==> src/rtl/vga_pattern_gen_param.sv <==
// Parametrised VGA timing and eight-pattern test generator with a two-stage output pipeline.
// Optional feature macro VGA_PATTERN_ANIM_EN turns pattern 7 into a moving vertical bar.
module vga_pattern_gen_param #(
    parameter int   VIDEO_WIDTH = 3,
    parameter int   ACTIVE_COLS = 640,
    parameter int   ACTIVE_ROWS = 480,
    parameter int   H_FRONT     = 16,
    parameter int   H_SYNC      = 96,
    parameter int   H_BACK      = 48,
    parameter int   V_FRONT     = 10,
    parameter int   V_SYNC      = 2,
    parameter int   V_BACK      = 33,
    parameter logic SYNC_POL    = 1'b0
) (
    input  logic                   i_clk,
    input  logic                   i_rst_n,
    input  logic [2:0]             i_pattern,
    input  logic                   i_enable,
    output logic                   o_hsync,
    output logic                   o_vsync,
    output logic                   o_de,
    output logic [VIDEO_WIDTH-1:0] o_red,
    output logic [VIDEO_WIDTH-1:0] o_green,
    output logic [VIDEO_WIDTH-1:0] o_blue,
    output logic                   o_frame_start
);

    localparam int TOTAL_COLS = ACTIVE_COLS + H_FRONT + H_SYNC + H_BACK;
    localparam int TOTAL_ROWS = ACTIVE_ROWS + V_FRONT + V_SYNC + V_BACK;

    localparam logic [11:0] COL_LAST = 12'(TOTAL_COLS - 1);
    localparam logic [11:0] ROW_LAST = 12'(TOTAL_ROWS - 1);
    localparam logic [11:0] AC       = 12'(ACTIVE_COLS);
    localparam logic [11:0] AR       = 12'(ACTIVE_ROWS);
    localparam logic [11:0] HS_START = 12'(ACTIVE_COLS + H_FRONT);
    localparam logic [11:0] HS_END   = 12'(ACTIVE_COLS + H_FRONT + H_SYNC);
    localparam logic [11:0] VS_START = 12'(ACTIVE_ROWS + V_FRONT);
    localparam logic [11:0] VS_END   = 12'(ACTIVE_ROWS + V_FRONT + V_SYNC);
    localparam logic [11:0] BAR_LAST = 12'(ACTIVE_COLS / 8 - 1);

    localparam logic [VIDEO_WIDTH-1:0] FULL = {VIDEO_WIDTH{1'b1}};

    logic [11:0] col_q, row_q;
    logic [11:0] bar_sub_q;
    logic [2:0]  bar_idx_q;
    logic [2:0]  pat_q;
    logic        col_wrap, row_wrap, frame_end;

    assign col_wrap  = (col_q == COL_LAST);
    assign row_wrap  = (row_q == ROW_LAST);
    assign frame_end = col_wrap && row_wrap;

    always_ff @(posedge i_clk or negedge i_rst_n) begin
        if (!i_rst_n) begin
            col_q <= '0;
            row_q <= '0;
        end else begin
            col_q <= col_wrap ? 12'd0 : col_q + 12'd1;
            if (col_wrap) begin
                row_q <= row_wrap ? 12'd0 : row_q + 12'd1;
            end
        end
    end

    // Bar index tracks col / (ACTIVE_COLS/8) without a divider.
    always_ff @(posedge i_clk or negedge i_rst_n) begin
        if (!i_rst_n) begin
            bar_sub_q <= '0;
            bar_idx_q <= '0;
        end else if (col_wrap) begin
            bar_sub_q <= '0;
            bar_idx_q <= '0;
        end else if (bar_sub_q == BAR_LAST) begin
            bar_sub_q <= '0;
            bar_idx_q <= bar_idx_q + 3'd1;
        end else begin
            bar_sub_q <= bar_sub_q + 12'd1;
        end
    end

    always_ff @(posedge i_clk or negedge i_rst_n) begin
        if (!i_rst_n) begin
            pat_q <= '0;
        end else if (frame_end) begin
            pat_q <= i_pattern;
        end
    end

    logic pat7_on;

`ifdef VGA_PATTERN_ANIM_EN
    logic [11:0] offset_q;
    logic [11:0] dist;

    always_ff @(posedge i_clk or negedge i_rst_n) begin
        if (!i_rst_n) begin
            offset_q <= '0;
        end else if (frame_end) begin
            offset_q <= (offset_q == AC - 12'd1) ? 12'd0 : offset_q + 12'd1;
        end
    end

    // Distance from the bar's left edge, wrapping around the active width.
    assign dist    = (col_q >= offset_q) ? (col_q - offset_q) : (col_q + AC - offset_q);
    assign pat7_on = (dist < 12'd8);
`else
    assign pat7_on = (col_q == 12'd0) || (col_q == AC - 12'd1) ||
                     (row_q == 12'd0) || (row_q == AR - 12'd1);
`endif

    logic [2:0]             bar_code;
    logic [VIDEO_WIDTH-1:0] ramp;
    logic [VIDEO_WIDTH-1:0] red_c, green_c, blue_c;
    logic                   active;

    assign active = (col_q < AC) && (row_q < AR);
    assign ramp   = VIDEO_WIDTH'(col_q >> 6);

    always_comb begin
        bar_code = 3'b000;
        case (bar_idx_q)
            3'd0:    bar_code = 3'b111;
            3'd1:    bar_code = 3'b110;
            3'd2:    bar_code = 3'b011;
            3'd3:    bar_code = 3'b010;
            3'd4:    bar_code = 3'b101;
            3'd5:    bar_code = 3'b100;
            3'd6:    bar_code = 3'b001;
            default: bar_code = 3'b000;
        endcase
    end

    always_comb begin
        red_c   = '0;
        green_c = '0;
        blue_c  = '0;
        case (pat_q)
            3'd1: red_c   = FULL;
            3'd2: green_c = FULL;
            3'd3: blue_c  = FULL;
            3'd4: begin
                if (col_q[4] ^ row_q[4]) begin
                    red_c   = FULL;
                    green_c = FULL;
                    blue_c  = FULL;
                end
            end
            3'd5: begin
                red_c   = {VIDEO_WIDTH{bar_code[2]}};
                green_c = {VIDEO_WIDTH{bar_code[1]}};
                blue_c  = {VIDEO_WIDTH{bar_code[0]}};
            end
            3'd6: begin
                red_c   = ramp;
                green_c = ramp;
                blue_c  = ramp;
            end
            3'd7: begin
                if (pat7_on) begin
                    red_c   = FULL;
                    green_c = FULL;
                    blue_c  = FULL;
                end
            end
            default: ;
        endcase
    end

    logic                   hs_s1, vs_s1, de_s1, fs_s1;
    logic [VIDEO_WIDTH-1:0] red_s1, green_s1, blue_s1;

    always_ff @(posedge i_clk or negedge i_rst_n) begin
        if (!i_rst_n) begin
            hs_s1    <= 1'b0;
            vs_s1    <= 1'b0;
            de_s1    <= 1'b0;
            fs_s1    <= 1'b0;
            red_s1   <= '0;
            green_s1 <= '0;
            blue_s1  <= '0;
        end else begin
            hs_s1    <= (col_q >= HS_START) && (col_q < HS_END);
            vs_s1    <= (row_q >= VS_START) && (row_q < VS_END);
            de_s1    <= active;
            fs_s1    <= (col_q == 12'd0) && (row_q == 12'd0);
            red_s1   <= (active && i_enable) ? red_c   : '0;
            green_s1 <= (active && i_enable) ? green_c : '0;
            blue_s1  <= (active && i_enable) ? blue_c  : '0;
        end
    end

    always_ff @(posedge i_clk or negedge i_rst_n) begin
        if (!i_rst_n) begin
            o_hsync       <= ~SYNC_POL;
            o_vsync       <= ~SYNC_POL;
            o_de          <= 1'b0;
            o_frame_start <= 1'b0;
            o_red         <= '0;
            o_green       <= '0;
            o_blue        <= '0;
        end else begin
            o_hsync       <= hs_s1 ? SYNC_POL : ~SYNC_POL;
            o_vsync       <= vs_s1 ? SYNC_POL : ~SYNC_POL;
            o_de          <= de_s1;
            o_frame_start <= fs_s1;
            o_red         <= red_s1;
            o_green       <= green_s1;
            o_blue        <= blue_s1;
        end
    end

endmodule

==> config.mk <==
export PLATFORM = sky130hd
export DESIGN_NAME = vga_pattern_gen_param
export DESIGN_NICKNAME = d
export VERILOG_FILES = /design/src/rtl/vga_pattern_gen_param.sv
export SDC_FILE = /design/constraint.sdc
export NUM_CORES = 1
export LEC_CHECK = 0
export ABC_AREA = 1
export BUFFER_PORTS_ARGS = -buffer_cell sky130_fd_sc_hd__buf_2
export CORE_MARGIN = 2
export CORE_UTILIZATION = 40
export DETAILED_ROUTE_END_ITERATION = 8
export PLACE_DENSITY = 0.63
export SYNTH_ARGS = -nofsm -noshare
export SYNTH_HDL_FRONTEND = slang
export SYNTH_SLANG_ARGS = --single-unit
==> constraint.sdc <==
create_clock -name i_clk -period 1.8 [get_ports i_clk]
set_clock_uncertainty 0.15 [all_clocks]
set_input_delay 0.36 -clock i_clk [delete_from_list [all_inputs] [get_ports i_clk]]
set_output_delay 0.36 -clock i_clk [all_outputs]
set_load 0.05 [all_outputs]
# After elaboration in Yosys (flattened, before gate mapping)
# Index checks and enable logic that the tools add are counted.
# word_totals
ff_bits	68
output_inout_bits	13
# op_classes
addsub	4
n_lt_le_gt_ge	6
eq_ne	18
mux	17
bitwise_logic	1
reduce_logical	13
# ops
operator	n
$mux 12	4
$pmux 3 s5	3
$add 12x1->12 const B	3
$eq 12x10->1 const B	3
$logic_not 12->1	2
$lt 12x10->1 const B	2
$lt 12x9->1 const B	2
$eq 3x3->1 const B	7
$mux 3	7
$pmux 3 s7	1
$eq 12x7->1 const B	1
$eq 12x9->1 const B	1
$eq 3x2->1 const B	4
$ge 12x10->1 const B	1
$ge 12x9->1 const B	1
$eq 3x1->1 const B	2
$logic_and 1x1->1	6
$add 3x1->3 const B	1
$logic_not 3->1	1
$logic_or 1x1->1	3
$mux 1	2
$reduce_bool 2->1	1
$xor 1x1->1	1

# Depth between registers and ports, before layout
# Gate-level depths: netlist of run 1.
# logic_depth
word_depth	7
depth_mapped	10

# Worst setup path before layout of run 1
# Ideal clock, no wire load.
# synth_path
path_type	reg2reg
from	register col_q[0]
to	register blue_s1[0]
setup_time_ns	0.113
t_arrival_ns	1.446
path_slack_ns	0.090
path_stages_with_launch	10
n_path_buf	0
cell_sequence	dfrtp_1 -> ha_1 -> nand3_2 -> clkinv_2 -> nand3_1 -> nand2_1 -> o21ai_2 -> nand3_1 -> nand2_1 -> inv_1
# synth_via
elab_chain_len	7
word_cells_on_any_way	11
# synth_lines
item	line_no	text
start, declared	43	logic [11:0] col_q, row_q;
start signal, assigned	58	col_q <= col_wrap ? 12'd0 : col_q + 12'd1;
$eq 12x10->1 or $logic_not 12->1 (tied branches)	107	assign pat7_on = (col_q == 12'd0) || (col_q == AC - 12'd1) ||
$logic_or 1x1->1 (2 in series)	107	
$logic_or 1x1->1	108	(row_q == 12'd0) || (row_q == AR - 12'd1);
$mux 3	159	if (pat7_on) begin
$pmux 3 s5	137	case (pat_q)
$mux 3 *	188	blue_s1 <= (active && i_enable) ? blue_c : '0;
end signal, assigned	188	
end, declared	170	logic [VIDEO_WIDTH-1:0] red_s1, green_s1, blue_s1;
# Every way passes the cells marked *; elsewhere a longest branch is shown, timed or not.
# A chain may end at the register's enable or synchronous reset.

# Final worst setup path of run 1
# layout_path
from	register col_q[0]
to	register green_s1[2]
# layout_via
elab_chain_len	7
word_cells_on_any_way	11
# layout_lines
item	line_no	text
$eq 12x10->1 or $logic_not 12->1 (tied branches)	107	
$logic_or 1x1->1 (2 in series)	107	
$logic_or 1x1->1	108	
$mux 3	159	
$pmux 3 s5	137	
$mux 3 *	187	green_s1 <= (active && i_enable) ? green_c : '0;
end signal, assigned	187	
end, declared	170	
# Marks and branches as above.

==> results of run 1 <==
[flip-flops by register name, indices dropped and copies added, names as in the netlist]
| register | cells |
|---|---|
| o_de | 1 |
| blue_s1 | 3 |
| red_s1 | 3 |
| row_q | 12 |
| col_q | 12 |
| o_green | 3 |
| bar_sub_q | 12 |
| green_s1 | 3 |
| hs_s1 | 1 |
| fs_s1 | 1 |
| de_s1 | 1 |
| o_vsync | 1 |
| o_red | 3 |
| o_blue | 3 |
| bar_idx_q | 3 |
| pat_q | 3 |
| o_frame_start | 1 |
| vs_s1 | 1 |
| o_hsync | 1 |
[routing by layer]
layer | share of wire | vias to the layer above | track usage
li1 | - | 1357 | -
met1 | 0.46 | 1272 | 0.200
met2 | 0.50 | 34 | 0.267
met3 | 0.026 | 15 | 0.0335
met4 | 0.018 | 0 | 0.0628
met5 | 0 | - | 0
[per-stage QoR]
step	hold slack [ns]	TNS [ns]	util	setup WS [ns]	instances
CTS	0.0652	0	0.481	0.00454	552
detailed placement	0.185	-0.0165	0.456	-0.00910	534
finish	0.0701	0	0.508	0.0431	558
global route	0.0761	-0.264	0.508	-0.0492	558
floorplan	-0.0856	0	-	0.0904	388
global placement	0.183	0	0.456	0.0498	534
[cell type report]
class | instances | area [um^2]
Fill cell | 819 | 3980
Sequential cell | 68 | 1710
Multi-Input combinational cell | 255 | 1510
Timing Repair Buffer | 48 | 342
Inverter | 66 | 255
Tap cell | 105 | 131
Clock buffer | 9 | 124
Clock inverter | 7 | 43.8
[power by group through the flow]
stage / logic [mW] / registers [mW] / clock network (mW)
finish: 0.103 / 1.55 / 1.09
global route: 0.116 / 1.55 / 1.19
CTS: 0.106 / 1.55 / 1.13
detailed placement: 0.105 / 1.58 / 0
global placement: 0.104 / 1.58 / 0
floorplan: 0.0108 / 1.62 / 0
[worst max-delay path, cell delays in order (launching register included)]
cell,delay (ns)
dfrtp_1,0.41
buf_6,0.14
inv_4,0.03
ha_4,0.14
inv_2,0.06
nor3_2,0.04
nand3_1,0.09
nand2_2,0.10
o21ai_4,0.27
nand3_2,0.11
nand2_1,0.07
inv_1,0.03
[cells by family (layout without fill, tap and decap cells)]
family / count (synthesis) / in the layout / share of synthesized area
flops: 68 / 68 / 0.519
buf+inv: 67 / 130 / 0.0792
simple gates: 200 / 201 / 0.277
compound gates: 29 / 30 / 0.0499
fa+ha+maj: 10 / 10 / 0.0381
xor+xnor: 14 / 14 / 0.0373
[what timing repair did]
item                       CTS  global route
gates cloned                 0             2
hold buffers                 1             0
setup endpoints to repair    9            36
pin swaps                    0            15
hold endpoints to repair    66             0
setup buffers                1             4
gates resized for setup      4            48
[placed cells by master, fill, tap and decap left out, types with 3 or more instances in the layout]
master and count:
nand4_1 7, ha_1 7, dfrtp_1 64, buf_2 18
xor2_1 13, nand3_2 5, nand2_1 68, buf_6 3
inv_1 56, a21oi_1 7, nor4_1 3, inv_4 3
clkbuf_8 9, nor2_4 3, nor3_1 15, nor2_1 43
o21ai_0 11, nand3_1 27, nor2_2 9, nand2_2 7
buf_4 25, clkinv_2 4, inv_2 7
[final timing paths]
check,end,slack [ns],startpoint
worst max-delay path,green_s1[2]$_DFF_PN0_,0.04,col_q[0]$_DFF_PN0_
worst min-delay path,pat_q[1]$_DFFE_PN0P_,0.07,i_pattern[1]
worst max register to register,green_s1[2]$_DFF_PN0_,0.04,col_q[0]$_DFF_PN0_
worst min register to register,o_blue[0]$_DFF_PN0_,0.20,blue_s1[0]$_DFF_PN0_
max in group asynchronous,o_vsync$_DFF_PN1_,0.75,i_rst_n
min in group asynchronous,row_q[3]$_DFFE_PN0N_,0.39,i_rst_n
==> impl_metrics.toml, run 1 <==
[floorplan]
rows = 33
die_height_um = 94.6
initial_core_util = 0.406
coreArea_um2 = 8090
die_w_um = 94.6
ios = 19
die_area_um2 = 8950

[synthesis]
synth-seq-cells = 68
async_flop_share = 1.00
ys_types = 34
yosysMostFrequentCell = "nand2_1"
yosysSeqAreaShare = 0.519
syn_nets = 404
synth_ff_type = "dfrtp_1"
synth_top_cell_area_share = 0.503
yosysTopAreaCell = "dfrtp_1"
yosys_warnings = 0
syn_area_um2 = 3290
postSynthAreaPerCell_um2 = 8.47
synth_common_cells = "75 x nand2_1, 66 x dfrtp_1, 61 x inv_1, 51 x nor2_1, 32 x nand3_1"
yosys-top-cells-area = "dfrtp_1 50%, nand2_1 8.6%, inv_1 7.0%"
synth_edf_count = 0
synthCells = 388

[route]
remaining_drc_errors = 0
first_pass_iters = 4
drtIter0Drc = 75
ant_nets = 0
route.detailed.wl_per_inst_um = 12.2
postRouteWirelength_um = 6830
vias = 2678
drt-vias-per-instance = 4.80

[critical_path]
startpoint_type = "register"
critPathArrivalTime_ns = 1.85
worstSetupEndpointType = "register"
rr_worst_depth = 11
crit_type = "register to register"
cp_max_fo = 5
required_ns = 1.89

[clocking]
clock_latency_ns = 0.35
cts_sinks = 68
cts_tree = "yes"
clockBufferDepth = 2
clk_pin_slew_ns = 0.08
root_buffer = "clkbuf_8"
numCtsBuffers = 9
htreeDepth = 3

[timing]
hold_viol = 0
slew_viol_final = 0
finalCriticalPeriod_ns = 1.76
fmax_mhz = 569
setup_violations = 0
finalCritPeriodShare = 0.976
tightest_slew_ns = 0.559
max_slew_margin = 0.624
rsz0062_at_grt = "true"

[power]
power.share.switching = 0.250
internal_power_mw = 2.06
p_comb_frac = 0.038
p_clk_frac = 0.397
p_sw_uw = 685
peakVddDrop_mv = 0.272
leakage_nw = 2.04
p_total_mw = 2.75
power_frac_seq = 0.565
powerDensity_nw_per_um2 = 668

[grt]
grt_antenna_before_repair = 0
grt_pass1_wl_um = 11200
first_global_vias = 2565
grt_max_degree = 69
overflow = 0
grt.total_usage = 0.159

[run]
maxCapViolations = 0

[finish]
nNetsFinal = 464
final_cell_area_um2 = 4110
antennaDiodeCount = 0
area_delta_synth_final_pct = 25.1
drive_above_1_share = 0.265

[place]
gp_congestion = 0.879
placed_area_um2 = 3690
dp_hpwl_um = 4640
portBuffers = 18

[hold_path]
hp-class = "primary input to register"
whs_path_depth = 3

[status]
status = "completed"
Power figures use the tool's default switching activity.
==> run 2: changes to the inputs <==
- CORE_MARGIN: 2 -> not set
==> run 2 against run 1 <==
Clock power is 30% higher. Highest routed layer unchanged. First-iteration DRC count grew 31%. Sequential cell count is the same. Non-clock buffer count is 5 higher. Worst hold slack worse by 0.0014 ns. Fmax shrank 1.0%.
==> impl_metrics.toml, run 2 (synthesized netlist as in run 1, its figures left out) <==
[grt]
grt_most_used_layer = "met2"
grt_max_degree = 69
gr-usage-met3 = 0.0443
gr-usage-met1 = 0.204
first_global_vias = 2499
grt.total_usage = 0.162
overflow = 0
grt_pass1_wl_um = 10800
grt_antenna_before_repair = 0
gr-usage-met2 = 0.265

[place]
numPlacedInstances = 534
gp_congestion = 0.832
dp_hpwl_um = 4590
portBuffers = 18
placed_area_um2 = 3710

[floorplan]
die_w_um = 92.6
ios = 19
initial_core_util = 0.419
die_area_um2 = 8580
rows = 32
die_height_um = 92.6
coreArea_um2 = 7850

[critical_path]
crit_chain = "ha_2, nand3_2, clkinv_2, nand4_4, buf_6, or2_0, a21oi_1"
critPathArrivalTime_ns = 1.91
cp_slowest_cell = "dfrtp_1"
cp_max_fo = 8
reg2reg_slack_ns = 0.03
rr_worst_depth = 7
worstSetupEndpointType = "register"
startpoint_type = "register"
reg2reg_to = "row_q[3]$_DFFE_PN0N_"
crit_type = "register to register"
required_ns = 1.93
cpPeakStageDelay_ns = 0.39
timing.rr.start = "col_q[1]$_DFF_PN0_"

[timing]
fmax_mhz = 563
finalCriticalPeriod_ns = 1.77
hold_viol = 0
tns_ns = 0
setup_violations = 0
slew_viol_final = 0
max_slew_margin = 0.631
tightest_slew_ns = 0.550
finalCritPeriodShare = 0.986
rsz0062_at_grt = "true"

[finish]
area_delta_synth_final_pct = 24.9
final_common_cell = "nand2_1"
antennaDiodeCount = 0
final_cell_area_um2 = 4100
nNetsFinal = 468
fin_cells = 559
final_util = 0.523
mostFrequentLayoutCells = "72 x nand2_1, 66 x dfrtp_1, 61 x inv_1"
top_regs = "bar_sub_q x12, col_q x12, row_q x12"
drive_above_1_share = 0.230

[route]
first_pass_iters = 4
drt-vias-per-instance = 4.85
drtIter0Drc = 98
postRouteWirelength_um = 6590
ant_nets = 0
remaining_drc_errors = 0
vias = 2712
route.detailed.wl_per_inst_um = 11.8

[clocking]
cts_sinks = 68
cts_tree = "yes"
clk_pin_slew_ns = 0.08
numCtsBuffers = 9
htreeDepth = 3
clockBufferDepth = 2
clock_latency_ns = 0.35
root_buffer = "clkbuf_8"

[power]
power_frac_seq = 0.504
power.share.switching = 0.221
leakage_nw = 2.07
internal_power_mw = 2.39
p_sw_uw = 680
p_comb_frac = 0.034
p_clk_frac = 0.462
peakVddDrop_mv = 0.501
powerDensity_nw_per_um2 = 749

[hold_path]
min_from = "i_pattern[0]"
hp-class = "primary input to register"
whs_path_depth = 3
holdPathEnd = "pat_q[0]$_DFFE_PN0P_"

[status]
status = "completed"

[run]
maxCapViolations = 0
## run 2: changes by cell type in the layout (fill, tap and decap cells not counted), moves of 3 or more
cell     delta
buf_4       +7
inv_1       +5
inv_2       -4
nand2_1     +4
nand2_2     -4
nand3_1     +5
nand3_2     -3
## run 2: area by class of cell
type                       count  area (um^2)
tap                          102          128
inverter                      66          251
timing repair buffer          53          372
clock inverter                 5         82.6
fill                         747         3740
multi-input combinational    254         1420
clock buffer                  11          141
sequential                    68         1700
## run 2: metrics by stage
| stage | worst slack (ns) | total power, mW | hold WS, ns |
|---|---|---|---|
| 2_1_floorplan | 0.0904 | 1.63 | -0.0856 |
| 3_3_place_gp | 0.0374 | 1.68 | 0.182 |
| 3_5_place_dp | -0.00161 | 1.69 | 0.186 |
| 4_1_cts | 0.00398 | 3.12 | 0.0521 |
| 5_1_grt | -0.0540 | 3.20 | 0.0879 |
| 6_report | 0.0253 | 3.07 | 0.0687 |
## run 2: power by group through the flow
stage / registers (mW) / logic, mW / clock network, mW
after floorplan: 1.62 / 0.0108 / 0
after global placement: 1.58 / 0.104 / 0
after detailed placement: 1.58 / 0.105 / 0
after CTS: 1.55 / 0.106 / 1.46
after global routing: 1.55 / 0.116 / 1.53
final: 1.55 / 0.103 / 1.42
## run 2: worst max-delay path: cells and delay by family, from the launching register on
family                     cells  cell delay [ns]
and+or+nand+nor                3             0.53
adders and majority gates      1             0.21
buffers and inverters          2             0.30
DFF                            1             0.39
AOI/OAI and AO/OA              1             0.13
## run 2: routing by layer
| layer | vias to the layer above | wire [um] | share of wire |
|---|---|---|---|
| li1 | 1360 | - | - |
| met1 | 1282 | 3000 | 0.46 |
| met2 | 52 | 3180 | 0.48 |
| met3 | 18 | 281 | 0.043 |
| met4 | 0 | 134 | 0.020 |
| met5 | - | 0 | 0 |
## run 2: what timing repair did
item | CTS | global route
hold endpoints to repair | 66 | 0
pin swaps | 0 | 9
gates cloned | 0 | 1
hold buffers | 1 | 0
gates resized for setup | 1 | 26
buffers inserted | 0 | 7
endpoints found under the setup margin | 3 | 36
## run 2: how the worst max path moves through the flow
stage	startpoint	to	slack (ns)
final	col_q[1]$_DFF_PN0_	row_q[3]$_DFFE_PN0N_	0.03
after global routing	col_q[1]$_DFF_PN0_	row_q[3]$_DFFE_PN0N_	-0.05
after CTS	col_q[1]$_DFF_PN0_	row_q[3]$_DFFE_PN0N_	0.004
after detailed placement	col_q[1]$_DFF_PN0_	pat_q[2]$_DFFE_PN0P_	-0.002
after global placement	col_q[1]$_DFF_PN0_	pat_q[2]$_DFFE_PN0P_	0.04
after floorplan	col_q[0]$_DFF_PN0_	blue_s1[0]$_DFF_PN0_	0.09
